**src/rtl/fifo_wr_ptr_full_pkg.sv**
```systemverilog
// fifo_wr_ptr_full_pkg: pointer width rule and Gray/binary helpers shared by FIFO pointer blocks
package fifo_wr_ptr_full_pkg;
  localparam int MAXW = 32;
  function automatic int ptr_width(input int addr_width);
    return addr_width + 1;
  endfunction
  // Zero-extended operands make these correct for any pointer width up to MAXW
  function automatic logic [MAXW-1:0] bin2gray(input logic [MAXW-1:0] b);
    return b ^ (b >> 1);
  endfunction
  function automatic logic [MAXW-1:0] gray2bin(input logic [MAXW-1:0] g);
    logic [MAXW-1:0] b;
    b = g;
    for (int s = 1; s < MAXW; s = s * 2) b = b ^ (b >> s);
    return b;
  endfunction
endpackage

```
**src/rtl/fifo_wr_ptr_full_gray_to_bin.sv**
```systemverilog
// gray_to_bin: combinational Gray-to-binary converter for synchronized FIFO pointers
module gray_to_bin
  import fifo_wr_ptr_full_pkg::*;
#(
  parameter int W = 4
) (
  input  logic [W-1:0] i_gray,
  output logic [W-1:0] o_bin
);
  assign o_bin = W'(gray2bin(MAXW'(i_gray)));
endmodule

```
**src/rtl/fifo_wr_ptr_full.sv**
```systemverilog
// fifo_wr_ptr_full: write-domain pointer, full/almost-full, fill level and overflow for an async FIFO
module fifo_wr_ptr_full
  import fifo_wr_ptr_full_pkg::*;
#(
  parameter int FIFO_DEPTH = 8,
  parameter int AF_THRESH = FIFO_DEPTH - 2,
  localparam int ADDR_WIDTH = $clog2(FIFO_DEPTH),
  localparam int PW = ptr_width(ADDR_WIDTH)
) (
  input  logic                  CLK,
  input  logic                  RST,
  input  logic                  W_INC,
  input  logic                  OVF_CLR,
  input  logic [PW-1:0]         RD_PTR_SYNC,
  output logic [PW-1:0]         WR_PTR_GRAY,
  output logic [ADDR_WIDTH-1:0] W_ADDR,
  output logic                  W_CLKEN,
  output logic                  FULL,
  output logic                  ALMOST_FULL,
  output logic [PW-1:0]         FILL_LEVEL,
  output logic                  OVERFLOW
);
  logic [PW-1:0] r_bin, r_gray, r_fill;
  logic          r_full, r_af, r_ovf;
  logic [PW-1:0] w_bin_next, w_gray_next, w_rbin, w_fill_next, w_full_cmp;
  logic          w_push;
  // Writes are dropped during reset so no memory write leaks out of that cycle
  assign w_push = W_INC & ~r_full & ~RST;
  assign w_bin_next = r_bin + PW'(w_push);
  assign w_gray_next = PW'(bin2gray(MAXW'(w_bin_next)));
  assign w_full_cmp = {~RD_PTR_SYNC[ADDR_WIDTH -: 2], RD_PTR_SYNC[ADDR_WIDTH-2:0]};
  assign w_fill_next = w_bin_next - w_rbin;
  gray_to_bin #(.W(PW)) u_g2b (
    .i_gray(RD_PTR_SYNC),
    .o_bin (w_rbin)
  );
  always_ff @(posedge CLK) begin
    if (RST) begin
      r_bin  <= '0;
      r_gray <= '0;
      r_full <= 1'b0;
      r_fill <= '0;
      r_af   <= 1'b0;
      r_ovf  <= 1'b0;
    end else begin
      r_bin  <= w_bin_next;
      r_gray <= w_gray_next;
      r_full <= (w_gray_next == w_full_cmp);
      r_fill <= w_fill_next;
      r_af   <= int'(w_fill_next) >= AF_THRESH;
      r_ovf  <= (W_INC & r_full) | (r_ovf & ~OVF_CLR);
    end
  end
  assign WR_PTR_GRAY = r_gray;
  assign W_ADDR      = r_bin[ADDR_WIDTH-1:0];
  assign W_CLKEN     = w_push;
  assign FULL        = r_full;
  assign ALMOST_FULL = r_af;
  assign FILL_LEVEL  = r_fill;
  assign OVERFLOW    = r_ovf;
endmodule

```
**config.mk**
```make
export PLATFORM = sky130hd
export DESIGN_NAME = fifo_wr_ptr_full
export DESIGN_NICKNAME = d
export VERILOG_FILES = /design/src/rtl/fifo_wr_ptr_full_pkg.sv /design/src/rtl/fifo_wr_ptr_full_gray_to_bin.sv /design/src/rtl/fifo_wr_ptr_full.sv
export SDC_FILE = /design/constraint.sdc
export NUM_CORES = 1
export LEC_CHECK = 0
export CAP_MARGIN = 20
export CELL_PAD_IN_SITES_DETAIL_PLACEMENT = 1
export CELL_PAD_IN_SITES_GLOBAL_PLACEMENT = 1
export CORE_MARGIN = 2
export CORE_UTILIZATION = 31
export CTS_CLUSTER_SIZE = 8
export DETAILED_ROUTE_END_ITERATION = 6
export GPL_TIMING_DRIVEN = 0
export PLACE_DENSITY = 0.76
export SETUP_SLACK_MARGIN = 0.2
export SYNTH_ARGS = -nofsm -noshare
export SYNTH_HDL_FRONTEND = slang
export SYNTH_SLANG_ARGS = --single-unit
```
**constraint.sdc**
```tcl
create_clock -name CLK -period 2.61 [get_ports CLK]
set_input_delay 0.522 -clock CLK [delete_from_list [all_inputs] [get_ports CLK]]
set_output_delay 0.522 -clock CLK [all_outputs]
set_load 0.01 [all_outputs]
```
# Word-level counts from Yosys, hierarchy flattened
# Index checks and enable logic that the tools add are counted.
word_totals:
  ff_bits: 15
  input_bits: 8
op_classes:
  magnitude_cmp: 1
  bitwise_logic: 15
  addsub: 2
  n_eq_ne: 1
ops:
  columns: ["cell", "count"]
  rows:
  - ["$xor 20x20->20 const B", 1]
  - ["$xor 4x3->4", 2]
  - ["$add 4x1->4", 1]
  - ["$and 1x1->1", 4]
  - ["$eq 4x4->1", 1]
  - ["$ge 4x3->1 const B", 1]
  - ["$sub 4x4->4", 1]
  - ["$xor 4x1->4 const B", 1]
  - ["$xor 4x2->4", 1]
  - ["$xor 4x4->4", 1]
  - ["$not 1->1", 3]
  - ["$not 2->2", 1]
  - ["$or 1x1->1", 1]

# Longest topological paths before layout
# Gate-level depths: netlist (run 1).
depth:
  ltp_word: 7
  mapped_depth: 9

# Cells and area by module
# A second synthesis (run 1) with hierarchy kept.
unflattened:
  cells_unflattened: 64
  area_unflattened_um2: 670.6
by_module_without_submodules:
  columns: ["mod", "area_per_inst_um2", "cells_per_inst", "instances"]
  rows:
  - ["fifo_wr_ptr_full", 620.6, 59, 1]
  - ["gray_to_bin", 50.0, 5, 1]

# Worst setup path before layout (run 1)
# Ideal clock, no wire load.
synth_path:
  path_kind: "input port to flip-flop"
  startpoint: "input RST"
  endpoint: "register r_af (netlist: ALMOST_FULL)"
  arrival_time_ps: 2472
  path_slack_ps: 69
  cell_stages: 8
  required_time_ps: 2540
  setup_time_ps: 70
  cell_sequence: "nor3b_1 > ha_1 > ha_1 > xor2_2 > ha_1 > xor2_1 > or2_2 > a21oi_1"
synth_between:
  elab_chain_len: 5
synth_lines:
  columns: ["element", "line", "source"]
  rows:
  - ["start: declaration", "fifo_wr_ptr_full.sv:11", "input logic RST,"]
  - ["$not 1->1", "fifo_wr_ptr_full.sv:28", "assign w_push = W_INC & ~r_full & ~RST;"]
  - ["$and 1x1->1", "fifo_wr_ptr_full.sv:28", null]
  - ["$add 4x1->4", "fifo_wr_ptr_full.sv:29", "assign w_bin_next = r_bin + PW'(w_push);"]
  - ["via w_bin_next[2]", "fifo_wr_ptr_full.sv:25", "logic [PW-1:0] w_bin_next, w_gray_next, w_rbin, w_fill_next, w_full_cmp;"]
  - ["$sub 4x4->4", "fifo_wr_ptr_full.sv:32", "assign w_fill_next = w_bin_next - w_rbin;"]
  - ["$ge 4x3->1", "fifo_wr_ptr_full.sv:50", "r_af <= int'(w_fill_next) >= AF_THRESH;"]
  - ["end signal: assignment", "fifo_wr_ptr_full.sv:43", "r_af <= 1'b0;"]
  - ["end signal: assignment", "fifo_wr_ptr_full.sv:50", null]
  - ["end: declaration", "fifo_wr_ptr_full.sv:24", "logic r_full, r_af, r_ovf;"]
# The timed path passes the listed nets, and every way through them passes these cells.
# A chain may end at the register's enable or synchronous reset.

# Worst setup path in the final report (run 1)
layout_path:
  startpoint: "input RD_PTR_SYNC[2]"
  endpoint: "register r_af (netlist: ALMOST_FULL)"
layout_between:
  elab_chain_len: 7
layout_lines:
  columns: ["element", "line", "source"]
  rows:
  - ["start: declaration", "fifo_wr_ptr_full.sv:14", "input logic [PW-1:0] RD_PTR_SYNC,"]
  - ["$xor 4x3->4", "fifo_wr_ptr_full_pkg.sv:14", "for (int s = 1; s < MAXW; s = s * 2) b = b ^ (b >> s);"]
  - ["$xor 4x2->4", "fifo_wr_ptr_full_pkg.sv:14", null]
  - ["$xor 4x1->4", "fifo_wr_ptr_full_pkg.sv:14", null]
  - ["$xor 20x20->20", "fifo_wr_ptr_full_pkg.sv:14", null]
  - ["$xor 4x4->4", "fifo_wr_ptr_full_pkg.sv:14", null]
  - ["$sub 4x4->4", "fifo_wr_ptr_full.sv:32", null]
  - ["$ge 4x3->1", "fifo_wr_ptr_full.sv:50", null]
# No other way between the ends.

==> qor.csv, run 1 <==
metric;value;unit
chipHeight;49.7;um
drc;0;
synth_area_leaders;dfxtp_1 43%, ha_1 9.7%, xnor2_1 8.1%;
yosys_most_used_dff;dfxtp_1;
cts_num_sinks;14;
hold_path_depth;2;
path_clk_slew;0.08;ns
yosys_warnings;0;
status;finished clean;
power_leakage;0.431;nW
core-area;0.00196;sq mm
ys_ff_latch;14;
netlist_area;648;sq um
finalClockSkew;0.00153;ns
grt_pass1_vias;589;
num_vias;545;
gr-total-overflow;0;
avgSynthCellArea;10.6;sq um
final_area;0.00105;sq mm
max-cap-violations;0;
ys_seq_area_frac;0.432;
vias_per_cell;4.47;
fin_util;0.536;
fmax;432;MHz
grt_pass1_wl;2740;um
powerDensity;508;mW/mm^2
cts_hold_buf;0;
ir_drop;0.000326;V
multi_input_area;420;sq um
fin_nets;111;
hold_violations;0;
syn_nets;75;
first_pass_iters;3;
place_area;907;sq um
dieArea;0.00247;sq mm
cts-root-buf;clkbuf_4;
drv_slew;0;
wirelength;1590;um
fp-row-count;16;
rsz0062_at_grt;no;
synth_edf_count;0;
initial_core_util;0.330;
clockBufferDepth;2;
finalCritPeriodShare;0.887;
cp-end-kind;flip-flop;
relSlewSlack;0.693;
dieWidth;49.7;um
synth_top_area_share;0.432;
regArea;280;sq um
reg2regPathDepth;9;
startpoint_type;primary input;
async_flop_share;0;
io_pins;23;
clkLatencyLatePin;0.27;ns
yosysTopAreaCell;dfxtp_1;
cts_tree;done;
areaGrowthSynthToFinish;62.2;%
antenna_cells;0;
hpwlAfterDp;1030;um
antenna_found_initial;0;
setup_viol;0;
min_period;2.32;ns
fillers;236;
crit_fanout;2;
io_buffer_count;22;
crit_required;2.82;ns
synth_cells;61;
grt_usage;0.149;
path_class;in2reg;
grt_max_degree;11;
postRouteAntennaNets;0;
wl_per_cell;13.0;um
min_path_type;reg2reg;
synth_cell_types;21;
routabilityCongestion;0.710;
numCtsBuffers;3;
drive_above_1_share;0.263;
htree_num_levels;1;
arrival;2.52;ns
drt_iter0_markers;3;
worst_slew_pin_slew;0.461;ns
[logic make-up (layout without fill, tap and decap cells)]
group / Yosys count / in the layout / share of synthesized area
fa+ha+maj: 6 / 6 / 0.127
compound gates: 5 / 5 / 0.0540
buf+inv: 4 / 38 / 0.0232
xor+xnor: 13 / 13 / 0.220
flops: 14 / 14 / 0.432
simple gates: 19 / 19 / 0.143
[report_power, final]
group | switching (mW) | leakage (nW) | internal [mW] | total, mW
registers | 0.00739 | 0.115 | 0.235 | 0.242
clock network | 0.0624 | 0.0138 | 0.0533 | 0.116
logic | 0.0790 | 0.303 | 0.0974 | 0.176
total | 0.149 | 0.431 | 0.385 | 0.534
[synth_stat cells, types with 2 or more instances]
library cell / instances
ha_1: 5
xnor2_1: 6
xor2_2: 2
nor2_1: 10
a21oi_1: 3
dfxtp_1: 14
xor2_1: 4
nand2_1: 2
inv_1: 3
[state kept, by name (all words and copies together) (netlist names)]
name / count
ALMOST_FULL: 1
FILL_LEVEL: 4
FULL: 1
OVERFLOW: 1
WR_PTR_GRAY: 3
r_bin: 4
[final cells by class]
type | instances | area share
Buffer | 1 | 0.00357
Inverter | 3 | 0.0107
Timing Repair Buffer | 31 | 0.265
Clock buffer | 3 | 0.0214
Tap cell | 27 | 0.0321
Multi-Input combinational cell | 43 | 0.400
Sequential cell | 14 | 0.267
[final timing paths]
| kind | from | end | slack [ns] |
|---|---|---|---|
| max | RD_PTR_SYNC[2] | ALMOST_FULL | 0.29 |
| min | OVERFLOW | OVERFLOW | 0.48 |
| max reg2reg | FULL | ALMOST_FULL | 0.48 |
| min reg2reg | OVERFLOW | OVERFLOW | 0.48 |
[cell usage in the layout (no fill, tap or decap), drive strengths merged, types with 3 or more instances in the layout]
cell and instances:
a21oi 3, buf 9, clkbuf 5, clkdlybuf4s50 18
dfxtp 14, dlygate4sd2 3, ha 5, inv 3
nor2 10, xnor2 6, xor2 6
[routing by layer]
| metal | global-route usage | up-vias | routed length, um |
|---|---|---|---|
| met4 | 0.0833 | 0 | 23 |
| met1 | 0.185 | 265 | 658 |
| met5 | 0 | - | 0 |
| met3 | 0.0242 | 2 | 73 |
| li1 | - | 264 | - |
| met2 | 0.244 | 14 | 834 |
[critical path, cell delays in order]
cell and delay (ns):
dlygate4sd2_1 0.28, xnor2_2 0.27, xor2_2 0.21, xnor2_1 0.14, ha_1 0.21, fa_2 0.45
or2_2 0.30, a21oi_1 0.13
[stage by stage]
| stage | setup WS [ns] | std cells | hold WS, ns | setup TNS [ns] | total power [mW] |
|---|---|---|---|---|---|
| final | 0.294 | 122 | 0.475 | 0 | 0.534 |
| after global routing | 0.221 | 122 | 0.529 | 0 | 0.571 |
| after CTS | 0.236 | 119 | 0.482 | 0 | 0.537 |
| after detailed placement | -0.552 | 110 | 0.470 | -1.96 | 0.400 |
| after global placement | -0.510 | 110 | 0.457 | -1.76 | 0.398 |
| after floorplan | 0.222 | 61 | 0.483 | 0 | 0.329 |
[what timing repair did]
action                     CTS  global route
hold endpoints to repair     0             0
setup endpoints to repair    6             3
pin swaps                    8             2
gates resized for setup     13             3
setup buffers                6             3
(Power assumes the default switching activity.)
==> run 2, diff against run 1 <==
--- a/config.mk
+++ b/config.mk
@@ -5,6 +5,7 @@
 export SDC_FILE = /design/constraint.sdc
 export NUM_CORES = 1
 export LEC_CHECK = 0
+export ABC_AREA = 0
 export CAP_MARGIN = 20
 export CELL_PAD_IN_SITES_DETAIL_PLACEMENT = 1
 export CELL_PAD_IN_SITES_GLOBAL_PLACEMENT = 1
==> results of run 2 <==
Final layout, timing and power as in run 1 (identical DEF).
==> run 3, diff against run 2 <==
--- a/config.mk
+++ b/config.mk
@@ -6,16 +6,17 @@
 export NUM_CORES = 1
 export LEC_CHECK = 0
 export ABC_AREA = 0
-export CAP_MARGIN = 20
+export CAP_MARGIN = 10
 export CELL_PAD_IN_SITES_DETAIL_PLACEMENT = 1
 export CELL_PAD_IN_SITES_GLOBAL_PLACEMENT = 1
 export CORE_MARGIN = 2
-export CORE_UTILIZATION = 31
+export CORE_UTILIZATION = 32
 export CTS_CLUSTER_SIZE = 8
 export DETAILED_ROUTE_END_ITERATION = 6
 export GPL_TIMING_DRIVEN = 0
-export PLACE_DENSITY = 0.76
+export PLACE_DENSITY = 0.78
 export SETUP_SLACK_MARGIN = 0.2
 export SYNTH_ARGS = -nofsm -noshare
 export SYNTH_HDL_FRONTEND = slang
+export SYNTH_HIERARCHICAL = 1
 export SYNTH_SLANG_ARGS = --single-unit
==> qor.csv, run 3 <==
metric;value;unit
cts_hold_buf;0;
layout_commonest_cell;clkdlybuf4s50_1;
hpwlAfterDp;1120;um
cp-end-kind;flip-flop;
initial_core_util;0.342;
yosysTopAreaCell;dfxtp_1;
synth_area_leaders;dfxtp_1 42%, ha_1 9.3%, xnor2_1 7.8%;
chipHeight;49.8;um
fin_util;0.533;
layout_common_cells;18 x clkdlybuf4s50_1, 14 x dfxtp_1, 10 x nor2_1;
gr-total-overflow;0;
synth_top_area_share;0.418;
yosys_most_used_dff;dfxtp_1;
min_path_type;reg2reg;
wl_met1;636;um
vias_per_cell;4.36;
path_class;in2reg;
ys_ff_latch;14;
netlist_area;671;sq um
fmax;436;MHz
hold_violations;0;
min_period;2.29;ns
crit_required;2.78;ns
synth_cell_types;20;
syn_nets;78;
cts_num_sinks;14;
antenna_cells;0;
synth_cells;64;
max-cap-violations;0;
io_pins;23;
clkLatencyLatePin;0.27;ns
drc;0;
crit_fanout;3;
status;finished clean;
grt_max_degree;11;
wl_per_cell;12.0;um
avgSynthCellArea;10.5;sq um
io_buffer_count;22;
setup_viol;0;
place_area;930;sq um
yosysMostFrequentCell;dfxtp_1;
fin_tns_setup;0;ns
synth_edf_count;0;
drt_iter0_markers;3;
cts-root-buf;clkbuf_4;
num_vias;532;
postRouteAntennaNets;0;
dr_wl_met2;702;um
rsz0062_at_grt;no;
path_clk_slew;0.07;ns
cpMaxStageDelayCell;or3_1;
grt_usage;0.137;
finalCritPeriodShare;0.879;
relSlewSlack;0.697;
clockBufferDepth;2;
yosys_warnings;6;
final_area;0.00105;sq mm
routabilityCongestion;0.742;
dieWidth;49.8;um
drive_above_1_share;0.211;
core-area;0.00196;sq mm
drv_slew;0;
crit_family;simple AND/OR/NAND/NOR gates;
worst_slew_pin_slew;0.455;ns
powerDensity;501;mW/mm^2
wl_met3;83;um
fillers;233;
slowest_delay;0.39;ns
synth_common_cells;14 x dfxtp_1, 10 x nor2_1, 6 x xnor2_1, 5 x ha_1;
power_leakage;0.440;nW
startpoint_type;primary input;
fp-row-count;16;
crit_chain;dlygate4sd2_1, nor3b_2, ha_2, ha_4, xor2_4, buf_6, xor2_1, or3_1, a2111oi_2;
dieArea;0.00248;sq mm
wirelength;1460;um
finalClockSkew;0.000742;ns
fin_nets;111;
p_total;0.524;mW
htree_num_levels;1;
arrival;2.47;ns
ys_seq_area_frac;0.418;
grt_pass1_wl;2480;um
areaGrowthSynthToFinish;56.0;%
grt_pass1_vias;547;
cts_tree;done;
timing.critical_path.buf_inv;2;
first_pass_iters;2;
highest_layer;met4;
antenna_found_initial;0;
async_flop_share;0;
ir_drop;0.000219;V
numCtsBuffers;3;
[run 3: worst min-delay path: cells and delay by family (launching register included)]
| kind | cells | cell delay (ns) |
|---|---|---|
| compound gates | 1 | 0.06 |
| flops | 1 | 0.31 |
| simple gates | 1 | 0.07 |
[run 3: cell families (layout without fill, tap and decap cells)]
kind of cell,count (synthesis),count (layout),share of synthesized area
buffers and inverters,6,37,0.0392
DFF,14,14,0.418
and+or+nand+nor,19,19,0.131
xor gates and xnor gates,14,14,0.237
AOI/OAI and AO/OA,5,5,0.0522
adders and majority gates,6,6,0.123
[run 3: path summary, 6_finish.rpt]
check	start	endpoint	slack, ns	cells past startpoint
setup / recovery	W_INC	FULL	0.32	9
hold / removal	OVERFLOW	OVERFLOW	0.49	2
setup reg to reg	FULL	FULL	0.48	8
hold reg to reg	OVERFLOW	OVERFLOW	0.49	2
[run 3: power breakdown]
group | internal [mW] | switching [mW] | total [mW]
combinational | 0.0925 | 0.0720 | 0.164
clock | 0.0535 | 0.0630 | 0.116
sequential | 0.236 | 0.00705 | 0.243
total | 0.382 | 0.142 | 0.524
[run 3: timing repair]
action                                  4_1_cts  5_1_grt
hold endpoints to repair                      0        0
buffers inserted                              5        1
pin swaps                                     3        3
endpoints found under the setup margin        6        3
resized for setup                             8        6
[run 3: cell type report]
cell class                      instances  area [sq um]  share of cell area
Inverter                                4          15.0              0.0144
Sequential cell                        14           280               0.268
Buffer                                  2          11.3              0.0108
Timing Repair Buffer                   28           268               0.256
Multi-Input combinational cell         44           415               0.397
Clock buffer                            3          22.5              0.0215
Tap cell                               27          33.8              0.0323
[run 3: per-stage QoR]
stage | setup slack [ns] | cells | hold slack [ns]
3_5_place_dp | -0.518 | 113 | 0.467
5_1_grt | 0.249 | 122 | 0.532
2_1_floorplan | 0.266 | 64 | 0.483
4_1_cts | 0.173 | 121 | 0.479
6_report | 0.317 | 122 | 0.490
3_3_place_gp | -0.484 | 113 | 0.459
[run 3: per-layer routing]
metal,up-vias,track usage
met1,239,0.163
met4,0,0.0833
met3,5,0.0273
met2,21,0.227
met5,-,0
li1,267,-
